**config.mk**
```make
export PLATFORM = sky130hd
export DESIGN_NAME = fir_decimator_flat
export DESIGN_NICKNAME = d
export VERILOG_FILES = /design/src/rtl/fir_pkg.sv /design/src/rtl/fir_decimator_if.sv /design/src/rtl/fir_decimator_sync_fifo.sv /design/src/rtl/fir_decimator.sv /design/src/flat_wrapper.sv
export SDC_FILE = /design/constraint.sdc
export NUM_CORES = 1
export LEC_CHECK = 0
export CELL_PAD_IN_SITES_DETAIL_PLACEMENT = 1
export CELL_PAD_IN_SITES_GLOBAL_PLACEMENT = 1
export CORE_ASPECT_RATIO = 1.4
export CORE_MARGIN = 1
export CORE_UTILIZATION = 51
export CTS_BUF_LIST = sky130_fd_sc_hd__clkbuf_4 sky130_fd_sc_hd__clkbuf_8
export DETAILED_ROUTE_END_ITERATION = 16
export PLACE_DENSITY = 0.95
export SLEW_MARGIN = 5
export SYNTH_ARGS = -nofsm -noshare
export SYNTH_HDL_FRONTEND = slang
export SYNTH_SLANG_ARGS = --single-unit
export TNS_END_PERCENT = 100
```
**constraint.sdc**
```tcl
create_clock -name clk -period 4.9 [get_ports clk]
set_input_delay 0.98 -clock clk [delete_from_list [all_inputs] [get_ports clk]]
set_output_delay 0.98 -clock clk [all_outputs]
set_load 0.005 [all_outputs]
```
**src/rtl/fir_pkg.sv**
```systemverilog
// Shared constants and helpers for the FIR post-filter stages.
package fir_pkg;

  localparam int IN_W  = 16;
  localparam int OUT_W = 8;

  function automatic int clog2(input int value);
    int v;
    int r;
    v = value - 1;
    r = 0;
    while (v > 0) begin
      r = r + 1;
      v = v >> 1;
    end
    return r;
  endfunction

  // Round-half-up right shift, then clamp to the largest out_w-bit value.
  // One extra bit keeps the rounding add from wrapping.
  function automatic logic [31:0] sat_round(input logic [31:0] sum,
                                            input int          shift,
                                            input int          out_w);
    logic [32:0] r;
    logic [32:0] max_val;
    r = {1'b0, sum};
    if (shift > 0) begin
      r = (r + (33'd1 << (shift - 1))) >> shift;
    end
    max_val = (33'd1 << out_w) - 33'd1;
    if (r > max_val) begin
      r = max_val;
    end
    return r[31:0];
  endfunction

endpackage

```
**src/rtl/fir_decimator_if.sv**
```systemverilog
// Sample input and result output bus of the FIR decimator.
interface fir_decimator_if #(
  parameter int IN_W  = 16,
  parameter int OUT_W = 8
);
  logic             in_valid;
  logic [IN_W-1:0]  in_data;
  logic             out_valid;
  logic             out_ready;
  logic [OUT_W-1:0] out_data;

  modport master (
    output in_valid, in_data, out_ready,
    input  out_valid, out_data
  );

  modport slave (
    input  in_valid, in_data, out_ready,
    output out_valid, out_data
  );
endinterface

```
**src/rtl/fir_decimator_sync_fifo.sv**
```systemverilog
// Small synchronous FIFO with a registered head; a push while full only
// succeeds when a pop happens on the same edge.
module sync_fifo #(
  parameter int WIDTH = 8,
  parameter int DEPTH = 4
) (
  input  logic             clk,
  input  logic             rst_n,
  input  logic             clr,
  input  logic             push,
  input  logic             pop,
  input  logic [WIDTH-1:0] wdata,
  output logic [WIDTH-1:0] rdata,
  output logic             full,
  output logic             empty
);
  import fir_pkg::*;

  localparam int PTR_W = (clog2(DEPTH) > 0) ? clog2(DEPTH) : 1;
  localparam int CNT_W = PTR_W + 1;

  logic [WIDTH-1:0] r_mem [DEPTH];
  logic [PTR_W-1:0] r_wr_ptr;
  logic [PTR_W-1:0] r_rd_ptr;
  logic [CNT_W-1:0] r_count;
  logic [WIDTH-1:0] r_rdata;

  logic             w_do_push;
  logic             w_do_pop;
  logic [PTR_W-1:0] w_rd_next;

  assign full      = (r_count == CNT_W'(DEPTH));
  assign empty     = (r_count == '0);
  assign w_do_pop  = pop & ~empty & ~clr;
  assign w_do_push = push & (~full | w_do_pop) & ~clr;
  assign w_rd_next = r_rd_ptr + PTR_W'(1);
  assign rdata     = r_rdata;

  always_ff @(posedge clk) begin
    if (w_do_push) begin
      r_mem[r_wr_ptr] <= wdata;
    end
  end

  always_ff @(posedge clk or negedge rst_n) begin
    if (!rst_n) begin
      r_wr_ptr <= '0;
      r_rd_ptr <= '0;
      r_count  <= '0;
    end else if (clr) begin
      r_wr_ptr <= '0;
      r_rd_ptr <= '0;
      r_count  <= '0;
    end else begin
      if (w_do_push) begin
        r_wr_ptr <= r_wr_ptr + PTR_W'(1);
      end
      if (w_do_pop) begin
        r_rd_ptr <= w_rd_next;
      end
      if (w_do_push && !w_do_pop) begin
        r_count <= r_count + CNT_W'(1);
      end else if (w_do_pop && !w_do_push) begin
        r_count <= r_count - CNT_W'(1);
      end
    end
  end

  // The head register holds its value when the queue drains; it only loads
  // the incoming word when that word becomes the new head.
  always_ff @(posedge clk or negedge rst_n) begin
    if (!rst_n) begin
      r_rdata <= '0;
    end else if (clr) begin
      r_rdata <= '0;
    end else if (w_do_push && (empty || (w_do_pop && r_count == CNT_W'(1)))) begin
      r_rdata <= wdata;
    end else if (w_do_pop && r_count > CNT_W'(1)) begin
      r_rdata <= r_mem[w_rd_next];
    end
  end

endmodule

```
**src/rtl/fir_decimator.sv**
```systemverilog
// Sums DECIM valid FIR samples, rounds/shifts/saturates the sum and queues
// the result; results that find the queue full are dropped and counted.
module fir_decimator #(
  parameter int IN_W       = fir_pkg::IN_W,
  parameter int OUT_W      = fir_pkg::OUT_W,
  parameter int DECIM      = 4,
  parameter int SHIFT      = 6,
  parameter int FIFO_DEPTH = 4
) (
  input  logic              clk,
  input  logic              rst_n,
  input  logic              clr,
  fir_decimator_if.slave    bus,
  output logic              overflow,
  output logic [7:0]        drop_cnt
);
  import fir_pkg::*;

  localparam int ACC_W = IN_W + clog2(DECIM);
  localparam int PH_W  = (DECIM > 1) ? clog2(DECIM) : 1;
  localparam logic [PH_W-1:0] LAST_PHASE = PH_W'(DECIM - 1);

  logic [PH_W-1:0]  r_phase;
  logic [ACC_W-1:0] r_acc;
  logic             r_overflow;
  logic [7:0]       r_drop_cnt;

  logic             w_last;
  logic             w_group_done;
  logic             w_pop;
  logic             w_drop;
  logic             w_full;
  logic             w_empty;
  logic [ACC_W-1:0] w_sum;
  logic [OUT_W-1:0] w_result;
  logic [OUT_W-1:0] w_rdata;

  assign w_last       = (r_phase == LAST_PHASE);
  assign w_sum        = r_acc + ACC_W'(bus.in_data);
  assign w_result     = OUT_W'(sat_round(32'(w_sum), SHIFT, OUT_W));
  assign w_group_done = bus.in_valid & w_last & ~clr;
  assign w_pop        = ~w_empty & bus.out_ready & ~clr;
  assign w_drop       = w_group_done & w_full & ~w_pop;

  assign bus.out_valid = ~w_empty;
  assign bus.out_data  = w_rdata;
  assign overflow      = r_overflow;
  assign drop_cnt      = r_drop_cnt;

  always_ff @(posedge clk or negedge rst_n) begin
    if (!rst_n) begin
      r_phase <= '0;
      r_acc   <= '0;
    end else if (clr) begin
      r_phase <= '0;
      r_acc   <= '0;
    end else if (bus.in_valid) begin
      if (w_last) begin
        r_phase <= '0;
        r_acc   <= '0;
      end else begin
        r_phase <= r_phase + PH_W'(1);
        r_acc   <= w_sum;
      end
    end
  end

  always_ff @(posedge clk or negedge rst_n) begin
    if (!rst_n) begin
      r_overflow <= 1'b0;
      r_drop_cnt <= '0;
    end else if (clr) begin
      r_overflow <= 1'b0;
      r_drop_cnt <= '0;
    end else if (w_drop) begin
      r_overflow <= 1'b1;
      if (r_drop_cnt != 8'hFF) begin
        r_drop_cnt <= r_drop_cnt + 8'd1;
      end
    end
  end

  sync_fifo #(
    .WIDTH (OUT_W),
    .DEPTH (FIFO_DEPTH)
  ) u_fifo (
    .clk   (clk),
    .rst_n (rst_n),
    .clr   (clr),
    .push  (w_group_done),
    .pop   (w_pop),
    .wdata (w_result),
    .rdata (w_rdata),
    .full  (w_full),
    .empty (w_empty)
  );

endmodule
```
**src/flat_wrapper.sv**
```systemverilog
// flat-port wrapper written by rule: the top's interface ports become plain ports
module fir_decimator_flat import fir_pkg::*;
#(
  parameter int IN_W       = fir_pkg::IN_W,
  parameter int OUT_W      = fir_pkg::OUT_W,
  parameter int DECIM      = 4,
  parameter int SHIFT      = 6,
  parameter int FIFO_DEPTH = 4
)
  (clk, rst_n, clr, overflow, drop_cnt, bus_in_valid, bus_in_data, bus_out_ready, bus_out_valid, bus_out_data);
  fir_decimator_if #(.IN_W(IN_W), .OUT_W(OUT_W)) bus_i ();
  input  logic clk;
  input  logic rst_n;
  input  logic clr;
  output logic overflow;
  output logic [7:0] drop_cnt;
  input wire logic [$bits(bus_i.in_valid)-1:0] bus_in_valid;
  input wire logic [$bits(bus_i.in_data)-1:0] bus_in_data;
  input wire logic [$bits(bus_i.out_ready)-1:0] bus_out_ready;
  output wire logic [$bits(bus_i.out_valid)-1:0] bus_out_valid;
  output wire logic [$bits(bus_i.out_data)-1:0] bus_out_data;
  assign bus_i.in_valid = bus_in_valid;
  assign bus_i.in_data = bus_in_data;
  assign bus_i.out_ready = bus_out_ready;
  assign bus_out_valid = bus_i.out_valid;
  assign bus_out_data = bus_i.out_data;
  fir_decimator #(.IN_W(IN_W), .OUT_W(OUT_W), .DECIM(DECIM), .SHIFT(SHIFT), .FIFO_DEPTH(FIFO_DEPTH)) u_core (.clk(clk), .rst_n(rst_n), .clr(clr), .bus(bus_i), .overflow(overflow), .drop_cnt(drop_cnt));
endmodule
```
==> results.txt <==
----------------------------------------------------
[Floorplan]
  I/O Pins ... 39
  Area of the die ... 9380 um^2
  Area of the core ... 8660 um^2
  Standard-cell rows ... 40
  Die Width ... 82.1 um
  Die height ... 114 um
  Starting density of the core ... 0.529

[Logic synthesis]
  Sequential area share after synthesis ... 0.450
  Async set-reset flop share out of synthesis ... 0.579
  Unique masters post-synth ... 66
  Number of enable-type register cells in the synthesized netlist ... 32
  Primary FF master, synth ... sky130_fd_sc_hd__dfrtp_1
  Post-synthesis net count ... 496
  Post-Syn Instances ... 447
  Flip-flop and latch count after synthesis ... 76
  Post-synthesis cell area ... 4580 um^2
  Yosys synthesis warning count ... 0
  Average footprint of a synthesized cell ... 10.3 um^2

[Flow run]
  Count of maximum capacitance violations ... 0

[Routing]
  Total DRC errors in the routed layout ... 0
  Total Routed Length ... 14.1 mm
  Routed via count divided by cell count ... 6.56
  Initial DRC count ... 241
  Detailed Routing Iterations Pass 1 ... 5
  Detailed-route via count ... 3944
  Mean routed wirelength per cell ... 23.4 um
  Post-DRT Antenna Nets ... 0

[Global route]
  Wire length of the first global-routing pass ... 22.4 mm
  Initial antenna violation count ... 0
  Number of global-route vias before repair ... 4272
  Largest net degree at the start of global routing ... 45
  Global Route Usage Sum ... 0.325
  Global route overflow ... 0

[STA]
  Setup repair after global routing missed its margin ... no
  Max-slew violation total from the final report ... 0
  Min Hold Slack ... 0.503 ns
  Setup TNS Final ... 0 ns
  Worst-Margin Slew ... 1.06 ns
  Tightest slew margin relative to the limit ... 0.293
  Number of setup violations in the final report ... 0
  Worst clock skew ... 0.0116 ns
  Tcrit/Tclk final ... 0.967
  Hold Fails Final Rpt ... 0
  Minimum setup slack in the final design ... 0.161 ns
  Crit path time final ... 4.74 ns
  Peak Freq ... 0.211 GHz

[Worst hold path]
  Type of the most critical hold path ... reg -> reg
  Min-Delay Startpoint ... u_core.r_acc[3]
  Worst Hold Depth ... 2
  Hold path endpoint ... u_core.r_acc[3]

[Final layout]
  Layout net count ... 540
  Non-filler cells, final ... 601
  Commonest cells after routing, fill and taps aside ... 48 x sky130_fd_sc_hd__nor2_1, 44 x sky130_fd_sc_hd__dfrtp_1, 37 x sky130_fd_sc_hd__clkdlybuf4s50_1, 32 x sky130_fd_sc_hd__o21ai_0, 32 x sky130_fd_sc_hd__edfxtp_1
  Count of antenna diodes in the layout ... 0
  Leading cell type in the layout, fill and taps excluded ... sky130_fd_sc_hd__nor2_1
  Share of final-layout standard cells stronger than drive strength 1 ... 0.103
  Area growth from synthesis to layout ... 16.9%

[Clocking]
  Post-cts repair resize count ... 0
  Number of hold-repair buffers added at the cts stage ... 0
  Clock Path Buffers ... 2
  Buffer type at the clock tree root ... sky130_fd_sc_hd__clkbuf_8
  Count of buffers added by post-CTS timing repair for setup ... 0
  Cts bufs inserted ... 9
  Maximum level of the CTS H-tree ... 3
  Clk sink count ... 76
  Clock transition at the register clock pins on the worst setup and hold paths after CTS ... 0.08 ns
  TritonCTS clock tree ... done
  Later-pin clock latency in the skew report ... 0.37 ns

[Power and ir drop]
  Share of power burned in the clock network ... 0.272
  Power density of the placed cells ... 403 nW/um^2
  Switching fraction of total power ... 0.360
  Comb pwr share ... 0.365
  Share of total power in sequential cells ... 0.363
  Final Total Pwr ... 2.16 mW
  Leakage power total ... 2.19 nW
  Switch Pwr ... 0.778 mW
  Worst ir drop on vdd ... 199 uV
  Total internal power ... 1.38 mW

[Worst setup path]
  Kind of critical path ... in -> reg
  Crit end category ... flip-flop
  Path depth of the worst reg2reg path ... 12
  Top fanout value on the critical path ... 10
  Arrival time worst endpoint ... 4.77 ns
  Required time worst endpoint ... 4.93 ns
  Register-to-register path setup slack ... 0.88 ns
  CP startpoint kind ... primary input
  Worst flop-to-flop path endpoint ... u_core.u_fifo.r_mem[0][2]
  Origin of the critical flop-to-flop path ... u_core.r_acc[0]

[Placed design]
  Post-place setup slack ... 0.0410 ns
  Port Buffers ... 38
  Number of placed cells counting well taps ... 585
  HPWL reported at the end of detailed placement ... 9.58 mm
  Global placer's final weighted congestion ... 0.837

[Run status]
  Outcome ... finished clean

----------------------------------------------------
## logic make-up after synthesis
kind of cell | Yosys count | share of synthesized area
AO/OA/AOI/OAI | 121 | 0.180
XOR/XNOR | 25 | 0.0478
adder cells (fa/ha/maj) | 28 | 0.0781
buffers and inverters | 30 | 0.0273
flip-flops | 76 | 0.450
multiplexers | 11 | 0.0461
AND/OR/NAND/NOR | 156 | 0.171
## flip-flops by register name, indices dropped and copies added (netlist names)
| name | count |
|---|---|
| u_core.u_fifo.r_mem | 32 |
| u_core.r_acc | 18 |
| u_core.drop_cnt | 8 |
| u_core.u_fifo.rdata | 8 |
| u_core.u_fifo.r_count | 3 |
| u_core.r_phase | 2 |
| u_core.u_fifo.r_rd_ptr | 2 |
| u_core.u_fifo.r_wr_ptr | 2 |
| u_core.overflow | 1 |
## synthesized netlist by cell type, drive strengths merged, types with 4 or more instances
master | number | share of area
a211o | 4 | 0.0079
a211oi | 7 | 0.013
a21o | 7 | 0.012
a21oi | 27 | 0.030
a22o | 9 | 0.017
a31oi | 9 | 0.012
and2 | 9 | 0.013
and3 | 10 | 0.014
clkbuf | 15 | 0.012
dfrtp | 44 | 0.24
edfxtp | 32 | 0.21
ha | 27 | 0.074
inv | 12 | 0.0098
mux4 | 8 | 0.039
nand2 | 29 | 0.024
nand2b | 6 | 0.0082
nand3 | 14 | 0.015
nand4 | 10 | 0.014
nor2 | 48 | 0.039
nor2b | 5 | 0.0068
nor3 | 8 | 0.0098
nor3b | 4 | 0.0066
o21ai | 32 | 0.035
or3 | 5 | 0.0068
xnor2 | 10 | 0.019
xor2 | 15 | 0.029
## metal layers
layer  vias to the layer above  routed length [um]  GRT usage
met5                         -                   0          0
met4                         0                 602      0.153
met3                        51                 555     0.0669
met2                       140                7540      0.574
met1                      1997                5380      0.363
li1                       1756                   -          -
## critical path: stages
cell,delay [ns]
sky130_fd_sc_hd__clkdlybuf4s50_1,0.46
sky130_fd_sc_hd__ha_1,0.20
sky130_fd_sc_hd__inv_1,0.07
sky130_fd_sc_hd__fa_1,0.38
sky130_fd_sc_hd__nand2b_1,0.22
sky130_fd_sc_hd__a211o_1,0.37
sky130_fd_sc_hd__a221o_1,0.39
sky130_fd_sc_hd__nor4_2,0.22
sky130_fd_sc_hd__nand4_1,0.26
sky130_fd_sc_hd__nor2_1,0.30
sky130_fd_sc_hd__a21oi_1,0.14
sky130_fd_sc_hd__o22ai_2,0.43
sky130_fd_sc_hd__nand4_1,0.34
## power groups by stage
stage	Sequential (mW)	Combinational (mW)	Clock, mW
2_1_floorplan	0.764	0.503	0
3_3_place_gp	0.789	0.690	0
3_5_place_dp	0.793	0.752	0
4_1_cts	0.781	0.778	0.586
5_1_grt	0.790	0.850	0.610
6_report	0.784	0.789	0.587
## layout make-up
type                       instances  area [um^2]
tap                              105          131
timing repair buffer              51          485
multi-input combinational        341         2400
clock inverter                     7          115
sequential                        76         2060
inverter                          12         45.0
fill                             956         3300
clock buffer                       9          124
## through the flow
step | area (um^2) | util
3_3_place_gp | 5120 | 0.591
3_5_place_dp | 5120 | 0.591
6_report | 5360 | 0.619
2_1_floorplan | 4580 | -
5_1_grt | 5360 | 0.619
4_1_cts | 5360 | 0.619
## how the worst max path moves through the flow
stage / from / end / slack, ns / cells after the start
floorplan: bus_in_data[0] / u_core.u_fifo.r_mem[0][1] / 0.90 / 12
global placement: bus_in_data[0] / u_core.u_fifo.r_mem[1][7] / 0.24 / 13
detailed placement: bus_in_data[0] / u_core.u_fifo.r_mem[3][4] / 0.04 / 13
CTS: bus_in_data[0] / u_core.u_fifo.r_mem[1][2] / 0.24 / 13
global route: bus_in_data[0] / u_core.u_fifo.r_mem[0][2] / 0.006 / 13
finish: bus_in_data[0] / u_core.u_fifo.r_mem[0][2] / 0.16 / 13
Note: power is estimated with default switching activity, not from simulation.
